`src/rtl/sym_seq_det.sv`:
```
// Sequence detector over a valid-qualified 2-bit symbol stream.
// All symbol compares go through eq2; match pulse and count are registered.
module eq2 (
    input  logic [1:0] a,
    input  logic [1:0] b,
    output logic       eq
);
    assign eq = (a == b);
endmodule

module sym_seq_det #(
    parameter int                LEN     = 4,
    parameter logic [2*LEN-1:0]  PATTERN = 8'b00_11_01_10,
    parameter int                COUNT_W = 8,
    localparam int               IW      = (LEN > 1) ? $clog2(LEN) : 1
) (
    input  logic               clk,
    input  logic               reset_n,
    input  logic               clr,
    input  logic [1:0]         sym_in,
    input  logic               sym_valid,
    output logic               match,
    output logic [IW-1:0]      idx,
    output logic [COUNT_W-1:0] match_cnt
);
    localparam logic [IW-1:0] LAST = IW'(LEN - 1);

    logic [IW-1:0]      idx_q, idx_d;
    logic               match_q, match_d;
    logic [COUNT_W-1:0] cnt_q, cnt_d;
    logic [1:0]         exp_sym;
    logic               hit, first;

    always_comb begin
        exp_sym = PATTERN[1:0];
        for (int k = 0; k < LEN; k++) begin
            if (idx_q == k[IW-1:0])
                exp_sym = PATTERN[2*k +: 2];
        end
    end

    eq2 u_hit (
        .a  (sym_in),
        .b  (exp_sym),
        .eq (hit)
    );

    eq2 u_first (
        .a  (sym_in),
        .b  (PATTERN[1:0]),
        .eq (first)
    );

    // A mismatch can itself be the opening symbol of a fresh attempt.
    always_comb begin
        idx_d   = idx_q;
        match_d = 1'b0;
        cnt_d   = cnt_q;
        if (clr) begin
            idx_d = '0;
            cnt_d = '0;
        end else if (sym_valid) begin
            if (hit) begin
                if (idx_q == LAST) begin
                    idx_d   = '0;
                    match_d = 1'b1;
                    if (!(&cnt_q))
                        cnt_d = cnt_q + COUNT_W'(1);
                end else begin
                    idx_d = idx_q + IW'(1);
                end
            end else begin
                idx_d = first ? IW'(1) : '0;
            end
        end
    end

    always_ff @(posedge clk or negedge reset_n) begin
        if (!reset_n) begin
            idx_q   <= '0;
            match_q <= 1'b0;
            cnt_q   <= '0;
        end else begin
            idx_q   <= idx_d;
            match_q <= match_d;
            cnt_q   <= cnt_d;
        end
    end

    assign idx       = idx_q;
    assign match     = match_q;
    assign match_cnt = cnt_q;
endmodule

```
`config.mk`:
```
export PLATFORM = sky130hd
export DESIGN_NAME = sym_seq_det
export DESIGN_NICKNAME = d
export VERILOG_FILES = /design/src/rtl/sym_seq_det.sv
export SDC_FILE = /design/constraint.sdc
export NUM_CORES = 1
export LEC_CHECK = 0
export BUFFER_PORTS_ARGS = -buffer_cell sky130_fd_sc_hd__buf_4
export CAP_MARGIN = 30
export CORE_AREA = 2 2 39 41
export DETAILED_ROUTE_END_ITERATION = 16
export DIE_AREA = 0 0 41 43
export PLACE_DENSITY = 0.76
export SKIP_LAST_GASP = 1
export SLEW_MARGIN = 20
export SYNTH_ARGS = -nofsm -noshare
export SYNTH_HDL_FRONTEND = slang
export SYNTH_SLANG_ARGS = --single-unit
export TNS_END_PERCENT = 100
```
`constraint.sdc`:
```
create_clock -name clk -period 4.3 [get_ports clk]
set_input_delay 0.86 -clock clk [delete_from_list [all_inputs] [get_ports clk]]
set_output_delay 0.86 -clock clk [all_outputs]
set_load 0.1 [all_outputs]
```
==> out/qor.txt <==
Chip Width - 41 um
area post-placement - 797 um^2
Seq cells post-synth - 11
proportion of layout cells with a drive suffix above 1 - 28.1%
Finished Cell Area - 825 um^2
worst slew pin tran - 737 ps
Pins Over Slew Limit - 0
1st-pass router iterations - 4
# clock sinks - 11
number of max-cap violations - 0
synth warn - 0
I/O pin count - 17
crit path capture type - flip-flop
Final period util - 51.3%
status - finished, final reports clean
Top FF cell, synth - dfrtp_1
Rows - 14
Core Util, Final - 59.6%
DRC - 0
gr usage total - 19.2%
TritonCTS clock tree - done
Post-CTS Setup Bufs - 0
largest net degree at the start of global routing - 13
Die ar. - 1760 um^2
Slowest cell on crit path - or4_1
die height - 43 um
crit path DAT - 2400 ps
post-route ant nets - 0
asr flop ratio synth - 100%
antenna violations before repair - 0
Synth Net Count - 80
worst path required time - 4490 ps
Num CTS Buffers - 3
RSZ-0062 raised after global routing - no
wire length on met2 - 667 um
vias in the first global route - 573
# hold bufs at CTS - 0
WL per Instance - 13.5 um
top fanout value on the critical path - 12
Achievable Freq - 0.453 GHz
final hold vios - 0
CTS resizes - 0
Final setup viols - 0
Pwr per Cell Area - 250 nW/um^2
Syn Inst Count - 71
leakage - 0.000363 uW
Sum Neg Setup Slack - 0 ps
Mean Syn Cell Area - 9.46 um^2
Period minus WS final - 2210 ps
Clock Root Buffer - clkbuf_4
met3 WL - 87 um
Core ar. - 1380 um^2
CP Launch Type - flip-flop
Initial Util - 48.6%
total gr overflow - 0
Worst Clk Skew - 0.543 ps
HPWL Detailed - 1.07 mm
total power - 207 uW
via/cell ratio - 5.83
synthesized cell area - 672 um^2
initial drt markers - 15
Area Overhead vs Synth - 22.7%
worst min path class - input port to asynchronous set/reset pin
uppermost routed layer - met3
number of synthesized flops with an enable pin - 0
CTS Buffer Depth - 2
vias - 612
worst skew pair latency - 270 ps
CP peak stage delay - 510 ps
Min Hold Slack - 408 ps
Unique masters post-synth - 31
Total Wirelength - 1.42 mm
post-synthesis sequential area ratio - 41.0%
Peak VDD IR - 0.000160 V
Slew headroom - 50.5%
Worst-path clk slew - 80 ps
CTS H-tree depth - 1
filler cell count - 127
IO Port Bufs - 16
first-pass GRT wire length - 2.36 mm
global placement routability congestion - 0.841
crit path kind - flip-flop to flip-flop
critical-path cell list - ha_1, xnor2_1, or3_4, or4_1, a21oi_1
Final nets - 99
wire length on met1 - 662 um
Antenna Cells - 0
[placed cells by master (no fill, tap or decap), types with 2 or more instances in the layout]
| cell type | count |
|---|---|
| buf_4 | 16 |
| dfrtp_1 | 11 |
| nor2_1 | 7 |
| nand2_1 | 5 |
| a21oi_1 | 5 |
| or4_1 | 4 |
| inv_1 | 3 |
| nand3_1 | 3 |
| o21ai_0 | 3 |
| ha_1 | 3 |
| clkbuf_4 | 3 |
| xnor2_1 | 2 |
| nor3_1 | 2 |
| o31ai_1 | 2 |
| a41oi_1 | 2 |
| a211oi_1 | 2 |
[metal layers]
layer	vias to the layer above	track usage, %
met5	-	0
met4	0	4.00
met3	0	6.28
met2	21	28.7
met1	281	26.5
li1	310	-
[flip-flops by register name, indices dropped and copies added, names as in the netlist]
| signal | flops |
|---|---|
| match_cnt | 8 |
| idx | 2 |
| match | 1 |
[cells in the mapped netlist (all sizes together) (3+ instances only)]
cell type | instances | area (um^2)
dfrtp | 11 | 275
nor2 | 7 | 26.3
a21oi | 5 | 25.0
nand2 | 5 | 18.8
or4 | 4 | 30.0
ha | 3 | 37.5
inv | 3 | 11.3
nand3 | 3 | 15.0
o21ai | 3 | 15.0
[through the flow]
step                cells  worst slack (ps)
finish                105              2090
CTS                   105              2080
global route          105              1970
detailed placement    101              1960
global placement      101              2010
floorplan              71              1540
[critical path: cells and delay by family (launching register included)]
kind	cells	cell delay (ps)
xor gates and xnor gates	1	160
and+or+nand+nor	2	950
AOI/OAI and AO/OA	1	170
DFF	1	450
adders and majority gates	1	390
[report_power, final]
part / total (uW) / internal (uW) / switching, uW / leakage [uW]
Clock: 71.4 / 34.4 / 37.0 / 0.0000177
Combinational: 29.5 / 10.8 / 18.7 / 0.000192
Sequential: 106 / 104 / 1.49 / 0.000153
[kinds of logic after synthesis]
| kind of cell | after synthesis | share of synthesized area, % |
|---|---|---|
| xor gates and xnor gates | 2 | 2.61 |
| AOI/OAI and AO/OA | 22 | 23.3 |
| DFF | 11 | 41.0 |
| adders and majority gates | 3 | 5.59 |
| and+or+nand+nor | 28 | 23.7 |
| buffers and inverters | 5 | 3.91 |
[worst paths after layout]
path	slack, ps	from	depth (start not counted)	endpoint
setup / recovery	2090	idx[0]	5	match_cnt[4]
hold / removal	410	reset_n	1	match_cnt[7]
setup reg to reg	2090	idx[0]	5	match_cnt[4]
hold reg to reg	530	match_cnt[6]	1	match_cnt[6]
max in group asynchronous	3750	reset_n	1	idx[1]
min in group clk	530	match_cnt[6]	1	match_cnt[6]
[area by class of cell]
type                            count  area, um^2  share of cell area, %
Clock buffer                        3        22.5                   2.73
Clock inverter                      1        5.00                  0.607
Inverter                            3        11.3                   1.37
Multi-Input combinational cell     55         370                   44.9
Sequential cell                    11         275                   33.4
Tap cell                           16        20.0                   2.43
Timing Repair Buffer               16         120                   14.6
No activity file was read; power rests on OpenSTA's default activity.
